==> src/rtl/instruction_memory_sync.sv <==
`default_nettype none
//==============================================================================
// Module      : instruction_memory_sync
// Description : Synchronous instruction memory for the fetch stage. Registered
//               handshaked read port, word-write program-load port, alignment
//               and range fault reporting, flush and a saturating fetch counter.
// Revision    : 1.0 - initial release
//==============================================================================
module instruction_memory_sync #(
   parameter int unsigned ADDR_WIDTH  = 64,
   parameter int unsigned DEPTH_BYTES = 256,
   parameter logic [31:0] NOP_INST    = 32'h00000013
) (
   input  logic                  clk,
   input  logic                  reset,
   input  logic                  req_valid,
   output logic                  req_ready,
   input  logic [ADDR_WIDTH-1:0] req_addr,
   output logic                  rsp_valid,
   input  logic                  rsp_ready,
   output logic [31:0]           rsp_inst,
   output logic [1:0]            rsp_fault,
   input  logic                  flush,
   input  logic                  prog_we,
   input  logic [ADDR_WIDTH-1:0] prog_addr,
   input  logic [31:0]           prog_data,
   output logic                  prog_err,
   output logic [31:0]           fetch_count
);

   localparam int unsigned         c_IDX_W     = $clog2(DEPTH_BYTES);
   localparam int unsigned         c_WORDS     = DEPTH_BYTES / 4;
   localparam logic [ADDR_WIDTH-1:0] c_LAST_ADDR = ADDR_WIDTH'(DEPTH_BYTES - 4);
   localparam logic [1:0]          c_FAULT_OK  = 2'b00;
   localparam logic [1:0]          c_FAULT_MIS = 2'b01;
   localparam logic [1:0]          c_FAULT_OOR = 2'b10;

   typedef enum logic [0:0] {
      ST_EMPTY = 1'b0,
      ST_FULL  = 1'b1
   } state_t;

   state_t                r_state;
   state_t                w_state_nxt;
   logic [31:0]           r_mem [c_WORDS];
   logic [31:0]           r_rsp_inst;
   logic [1:0]            r_rsp_fault;
   logic                  r_prog_err;
   logic [31:0]           r_fetch_count;

   logic                  w_accept;
   logic [1:0]            w_req_fault;
   logic [c_IDX_W-3:0]    w_req_idx;
   logic                  w_prog_ok;
   logic [c_IDX_W-3:0]    w_prog_idx;

   // Request decode: misalignment takes priority over out-of-range.
   always_comb begin
      w_req_fault = c_FAULT_OK;
      if (req_addr[1:0] != 2'b00) begin
         w_req_fault = c_FAULT_MIS;
      end else if (req_addr > c_LAST_ADDR) begin
         w_req_fault = c_FAULT_OOR;
      end
      w_req_idx  = req_addr[c_IDX_W-1:2];
      w_prog_ok  = (prog_addr[1:0] == 2'b00) && (prog_addr <= c_LAST_ADDR);
      w_prog_idx = prog_addr[c_IDX_W-1:2];
   end

   assign rsp_valid = (r_state == ST_FULL);
   assign req_ready = !flush && (!rsp_valid || rsp_ready);
   assign w_accept  = req_valid && req_ready;

   // Output register state: flush empties it and blocks acceptance.
   always_comb begin
      w_state_nxt = r_state;
      if (flush) begin
         w_state_nxt = ST_EMPTY;
      end else begin
         case (r_state)
            ST_EMPTY: if (w_accept) w_state_nxt = ST_FULL;
            ST_FULL:  if (rsp_ready) w_state_nxt = w_accept ? ST_FULL : ST_EMPTY;
            default:  w_state_nxt = ST_EMPTY;
         endcase
      end
   end

   // State register.
   always_ff @(posedge clk) begin
      if (reset) begin
         r_state <= ST_EMPTY;
      end else begin
         r_state <= w_state_nxt;
      end
   end

   // Program-load write port; contents survive reset, writes during reset are dropped.
   always_ff @(posedge clk) begin
      if (!reset && prog_we && w_prog_ok) begin
         r_mem[w_prog_idx] <= prog_data;
      end
   end

   // Response data register; reading the old word gives read-before-write on a collision.
   always_ff @(posedge clk) begin
      if (reset) begin
         r_rsp_inst  <= 32'h0;
         r_rsp_fault <= c_FAULT_OK;
      end else if (w_accept) begin
         r_rsp_fault <= w_req_fault;
         r_rsp_inst  <= (w_req_fault == c_FAULT_OK) ? r_mem[w_req_idx] : NOP_INST;
      end
   end

   // Rejected program writes pulse an error for exactly one cycle.
   always_ff @(posedge clk) begin
      if (reset) begin
         r_prog_err <= 1'b0;
      end else begin
         r_prog_err <= prog_we && !w_prog_ok;
      end
   end

   // Count accepted, non-faulted fetches, saturating at all ones.
   always_ff @(posedge clk) begin
      if (reset) begin
         r_fetch_count <= 32'h0;
      end else if (w_accept && (w_req_fault == c_FAULT_OK) &&
                   (r_fetch_count != 32'hFFFF_FFFF)) begin
         r_fetch_count <= r_fetch_count + 32'd1;
      end
   end

   assign rsp_inst    = r_rsp_inst;
   assign rsp_fault   = r_rsp_fault;
   assign prog_err    = r_prog_err;
   assign fetch_count = r_fetch_count;

endmodule
`default_nettype wire

==> config.mk <==
export PLATFORM = sky130hd
export DESIGN_NAME = instruction_memory_sync
export DESIGN_NICKNAME = d
export VERILOG_FILES = /design/src/rtl/instruction_memory_sync.sv
export SDC_FILE = /design/constraint.sdc
export NUM_CORES = 2
export LEC_CHECK = 0
export ABC_CLOCK_PERIOD_IN_PS = 4600
export CORE_UTILIZATION = 61
export CTS_BUF_LIST = sky130_fd_sc_hd__clkbuf_16
export DETAILED_ROUTE_END_ITERATION = 10
export PLACE_DENSITY = 0.86
export SLEW_MARGIN = 20
export SYNTH_ARGS = -nofsm -noshare
export SYNTH_HDL_FRONTEND = slang
export SYNTH_SLANG_ARGS = --single-unit
==> constraint.sdc <==
create_clock -name clk -period 4.6 [get_ports clk]
set_input_delay 0.46 -clock clk [delete_from_list [all_inputs] [get_ports clk]]
set_output_delay 0.46 -clock clk [all_outputs]
set_load 0.01 [all_outputs]
**Word level (Yosys, flattened, before mapping)**

Memories as Yosys holds them, arrays and structs flattened.
Cells that the tools add are included.

- Add/subtract/negate cells: 1
- Bitwise operators: 1
- Reductions and logical operators: 17
- Muxes and demuxes: 8
- Equality and inequality tests: 1
- Magnitude comparators: 2

Operators with widths:

| kind | number |
|---|---|
| 64-bit by 8-bit greater-than comparator with 1-bit output, second input constant | 1 |
| 64-bit by 8-bit less-or-equal comparator with 1-bit output, second input constant | 1 |
| 32-bit by 1-bit adder with 32-bit output, second input constant | 1 |
| 32-bit 2-to-1 mux | 1 |
| 32-bit != test, second input constant | 1 |
| 1-bit logical AND | 8 |
| 1-bit logical NOT | 4 |
| 2-bit logical NOT | 2 |
| 1-bit 2-to-1 mux | 4 |
| 2-bit 2-to-1 mux | 2 |
| 1-bit case mux with 2 select lines | 1 |
| 2-bit nonzero test | 1 |
| 2-bit OR reduction | 1 |
| 1-bit logical OR | 1 |
| 1-bit inverter | 1 |

- Bits of input ports: 166
- Memories: 1
- Register bits after elaboration: 68
- RAM bits: 2048

Memory list:

| name | words | bits a word | read ports | clocked after memory_dff | write ports | line | RTL |
|---|---|---|---|---|---|---|---|
| r_mem | 64 | 32 | 1 | 0 | 1 | 45 | `logic [31:0] r_mem [c_WORDS];` |

**Longest topological paths before layout**

- Depth in word-level cells: 7
- Gate-level depth with buffers: 11

**Worst setup path after synthesis**

No wires, ideal clock.

- Path type: input to register
- From: input prog_addr[27]
- To: memory r_mem[58][0] (enable)
- Path buffers: 1
- Arrival time: 3.716 ns
- Cell stages on the path: 7
- Setup slack: 0.463 ns
- Setup time: 0.421 ns
- Cell sequence: or4_1 -> nor4_1 -> nand3_1 -> or4b_1 -> or3b_1 -> clkbuf_1 -> nor2_1

- Longest elaborated chain between the ends: 5

Ends and longest elaborated chain:

| item | line | RTL |
|---|---|---|
| start: declaration | 25 | `input logic [ADDR_WIDTH-1:0] prog_addr,` |
| 64-bit by 8-bit less-or-equal comparator with 1-bit output | 66 | `w_prog_ok = (prog_addr[1:0] == 2'b00) && (prog_addr <= c_LAST_ADDR);` |
| 1-bit logical AND | 66 |  |
| 1-bit logical AND | 99 | `if (!reset && prog_we && w_prog_ok) begin` |
| 1-bit 2-to-1 mux | 99 |  |
| 1-bit 2-to-1 mux (not written as such) | 100 | `r_mem[w_prog_idx] <= prog_data;` |
| end: declaration | 45 |  |

No other way between the ends.

**Worst setup path after layout**

- From: input req_addr[6]
- To: register r_rsp_inst[15] (netlist: rsp_inst[15])

- Longest elaborated chain between the ends: 5

Ends and longest elaborated chain:

| item | line | RTL |
|---|---|---|
| start: declaration | 18 | `input logic [ADDR_WIDTH-1:0] req_addr,` |
| 64-bit by 8-bit greater-than comparator with 1-bit output | 62 | `end else if (req_addr > c_LAST_ADDR) begin` |
| 2-bit 2-to-1 mux | 62 |  |
| 2-bit 2-to-1 mux | 60 | `if (req_addr[1:0] != 2'b00) begin` |
| 2-bit logical NOT | 111 | `r_rsp_inst <= (w_req_fault == c_FAULT_OK) ? r_mem[w_req_idx] : NOP_INST;` |
| 32-bit 2-to-1 mux * | 111 |  |
| end signal: assignment | 111 |  |
| end: declaration | 46 | `logic [31:0] r_rsp_inst;` |

Every way passes the cells marked *; elsewhere a longest branch is shown, timed or not.
A chain may end at the register's enable or synchronous reset.

==> metrics.md <==
| Metric | Value |
|---|---|
| Status | `finished, final reports clean` |
| Switching part of the total | `22.3%` |
| Clock skew | `0.0242 ns` |
| CP max stage delay | `1.08 ns` |
| First DRT Iteration DRCs | `9651` |
| Clock network fraction of design power | `41.2%` |
| Clock H-tree levels | `4` |
| Hold wc startpoint | `prog_data[3]` |
| Fin crit period | `3.64 ns` |
| IO buf count | `234` |
| Die span in x | `364 µm` |
| Number of remaining DRC errors | `0` |
| Predominant post-synthesis flop cell | `edfxtp_1` |
| CP Data Arrival Time | `4.42 ns` |
| Largest net degree at the start of global routing | `84` |
| Fin crit share | `79.2%` |
| GPL Wtd Cong | `0.899` |
| R2R setup slack | `1.56 ns` |
| Row Count | `132` |
| Syn Nets | `3824` |
| Die height | `364 µm` |
| Worst-path cell chain | `clkdlybuf4s50_1, nand2_1, o22ai_1, nor4_1, nand2_1, o21ai_0, a22o_1` |
| Worst-Margin Slew | `1.24 ns` |
| Vias/cell | `7.62` |
| R2r endpoint | `rsp_inst[0]` |
| CP Capture Type | `flop` |
| Yosys cell types | `55` |
| WL final | `244 mm` |
| Mapped cell area | `80000 µm²` |
| Combinational Power Share | `4.9%` |
| Critical Path Most Common Cell | `nand2_1` |
| # resized after CTS | `0` |
| P_int | `0.0305 W` |
| Vias in the first global route | `44300` |
| Post-synthesis area per instance | `21.9 µm²` |
| Max VDD drop | `0.481 mV` |
| Final #Nets | `4257` |
| R2r startpoint | `r_mem[27][0]` |
| Final hold vios | `0` |
| Max Clock Freq | `275 MHz` |
| Root buffer cell | `clkbuf_16` |
| Pre-antenna DRT Iters | `9` |
| Drt wl/cell | `40.6 µm` |
| Post-synth EDFFs | `2048` |
| GRT overflow | `0` |
| Flop pwr share | `53.8%` |
| Clk_lat worst skew | `0.85 ns` |
| Setup TNS Final | `0 ns` |
| Antenna violations before repair | `8` |
| CTS Buf Count | `196` |
| Hold Path End | `r_mem[31][3]` |
| Clock Tree Buf Depth | `3` |
| Synth warnings | `0` |
| Setup bufs post-CTS | `0` |
| Final Setup Violations | `0` |
| MaxCap Viol Count | `0` |
| Mapped Cells | `3657` |
| First-pass GRT wire length | `339 mm` |
| Slew HR | `15.1%` |
| CP Data Required Time | `5.37 ns` |
| Initial Utilization | `61.6%` |
| P_leak | `28.9 nW` |
| Synth Register Bits | `2116` |
| Clock tree from TritonCTS | `done` |
| Hold depth | `1` |
| Worst Hold Class | `in2reg` |
| Worst Reg-to-Reg Cells | `6` |
| Unrepaired setup endpoints after global routing | `no` |
| P_sw | `0.00876 W` |
| Hold-fix buffers at CTS | `0` |
| Clock sinks | `2116` |
| Worst setup SP type | `input pin` |
| Critical setup path kind | `in2reg` |
| Vias | `45800` |
| Max-slew violation count | `0` |
| Crit-path slowest cell | `nand2_1` |
| Core Area | `130000 µm²` |
| Tot GR Track Use | `37.1%` |
| Clk pin slew, worst setup/hold paths | `0.07 ns` |
| Register area share after synthesis | `78.6%` |
| Ports | `235` |
| Final HPWL from detailed placement | `131 mm` |
| ANT nets after route | `0` |
| Layout area overhead | `15.9%` |
| Post-layout util | `71.4%` |
| Die area | `133000 µm²` |
| Layout cells sized above 1 | `26.4%` |
| P per Cell Area | `423 nW/µm²` |
| CP max FO | `22` |
| Fraction of registers with async set/reset | `0%` |
==> logic make-up (layout without fill, tap and decap cells) <==
| logic type | Yosys count | after routing | share of synthesized area [%] |
|---|---|---|---|
| multiplexers | 520 | 520 | 14.5 |
| AO/OA/AOI/OAI | 313 | 313 | 2.51 |
| flip-flops | 2116 | 2116 | 78.6 |
| AND/OR/NAND/NOR | 480 | 480 | 3.09 |
| other | 0 | 8 | 0 |
| buffers and inverters | 216 | 816 | 1.16 |
| XOR/XNOR | 11 | 11 | 0.120 |
| adder cells (fa/ha/maj) | 1 | 1 | 0.0156 |
==> stage by stage <==
step	hold WS (ns)	area (µm²)	total power (W)	instances	worst slack (ns)
floorplan	0.463	80000	0.0224	3657	0.463
global placement	0.427	86400	0.0233	5633	0.403
detailed placement	0.434	86400	0.0233	5633	0.292
CTS	0.118	92600	0.0391	5998	1.11
global route	0.115	92700	0.0399	5999	0.914
finish	0.149	92700	0.0392	6007	0.958
==> state kept, by name, summed over array words and instances (netlist names) <==
register     cells
prog_err         1
rsp_inst        32
rsp_valid        1
rsp_fault        2
r_mem         2048
fetch_count     32
==> layout make-up <==
| type | instances | area [µm²] |
|---|---|---|
| multi-input cells | 1325 | 16700 |
| fillers | 6629 | 37100 |
| diodes | 8 | 20.0 |
| clock inverters | 168 | 1310 |
| inverters | 12 | 45.0 |
| flip-flops and latches | 2116 | 62900 |
| well taps | 1742 | 2180 |
| repair buffers | 439 | 4590 |
| clock buffers | 197 | 4930 |
==> cells in the mapped netlist (5+ instances only) <==
master | instances | share of area, %
and3_1 | 5 | 0.039
a22oi_1 | 72 | 0.68
or3_1 | 17 | 0.13
and2_1 | 6 | 0.047
edfxtp_1 | 2048 | 77
buf_2 | 88 | 0.55
a21oi_1 | 38 | 0.24
or4_1 | 14 | 0.13
nand3_1 | 64 | 0.40
a22o_1 | 9 | 0.099
dfxtp_1 | 68 | 1.7
o22ai_1 | 156 | 1.2
mux4_2 | 511 | 14
nand4_1 | 36 | 0.28
nor4_1 | 62 | 0.48
inv_1 | 12 | 0.056
nand3b_1 | 5 | 0.047
o21ai_0 | 27 | 0.17
clkbuf_1 | 89 | 0.42
buf_1 | 25 | 0.12
nor2_1 | 107 | 0.50
nand2_1 | 109 | 0.51
xnor2_1 | 8 | 0.088
or2_2 | 5 | 0.039
or3b_2 | 5 | 0.055
nor3_1 | 14 | 0.088
nor2b_1 | 9 | 0.070
==> power by group through the flow <==
stage | sequential [W] | clock (W) | combinational (W)
after detailed placement | 0.0215 | 0 | 0.00180
after CTS | 0.0211 | 0.0161 | 0.00187
after global placement | 0.0215 | 0 | 0.00174
after global routing | 0.0211 | 0.0168 | 0.00194
final | 0.0211 | 0.0162 | 0.00193
after floorplan | 0.0215 | 0 | 0.000830
==> cells in the final DEF (no fill, tap or decap), types with 6 or more instances in the layout <==
cell             instances
o21ai_0                 27
nand4_1                 36
dfxtp_1                 68
or4_1                   14
or3_1                   17
clkinv_2                37
clkbuf_16              197
inv_6                    7
nor2_4                  68
clkinv_8                 6
xnor2_1                  8
o22ai_1                156
clkdlybuf4s50_1        198
a22o_1                   9
a22oi_1                 72
nor2b_1                  7
diode_2                  8
inv_1                   56
a21oi_1                 38
nor4_1                  57
mux4_2                 511
nor2_1                  39
nand3_1                 64
nor3_1                  14
buf_12                  69
clkinv_1                47
edfxtp_1              2048
buf_4                  135
buf_2                   33
nand2_1                109
bufinv_16               15
==> per-layer routing <==
| layer | GRT usage, % | vias up | share of wire, % |
|---|---|---|---|
| li1 | - | 16400 | - |
| met1 | 46.7 | 22900 | 31 |
| met2 | 58.5 | 5359 | 47 |
| met3 | 9.42 | 1127 | 14 |
| met4 | 23.3 | 8 | 8.2 |
| met5 | 0 | - | 0.020 |
==> worst max-delay path: cells and delay by family <==
kind,cells,cell delay [ns]
simple gates,3,2.28
buf+inv,1,1.03
compound gates,3,0.63
==> worst max-delay path by stage <==
stage | from | end | slack, ns | cells past startpoint
floorplan | prog_addr[27] | r_mem[58][0] | 0.46 | 7
global placement | prog_addr[26] | r_mem[8][29] | 0.40 | 8
detailed placement | prog_addr[27] | r_mem[40][0] | 0.29 | 8
CTS | prog_addr[27] | r_mem[40][1] | 1.11 | 8
global route | prog_addr[27] | r_mem[40][0] | 0.91 | 8
finish | req_addr[6] | rsp_inst[15] | 0.96 | 7
Power figures use the tool's default switching activity.
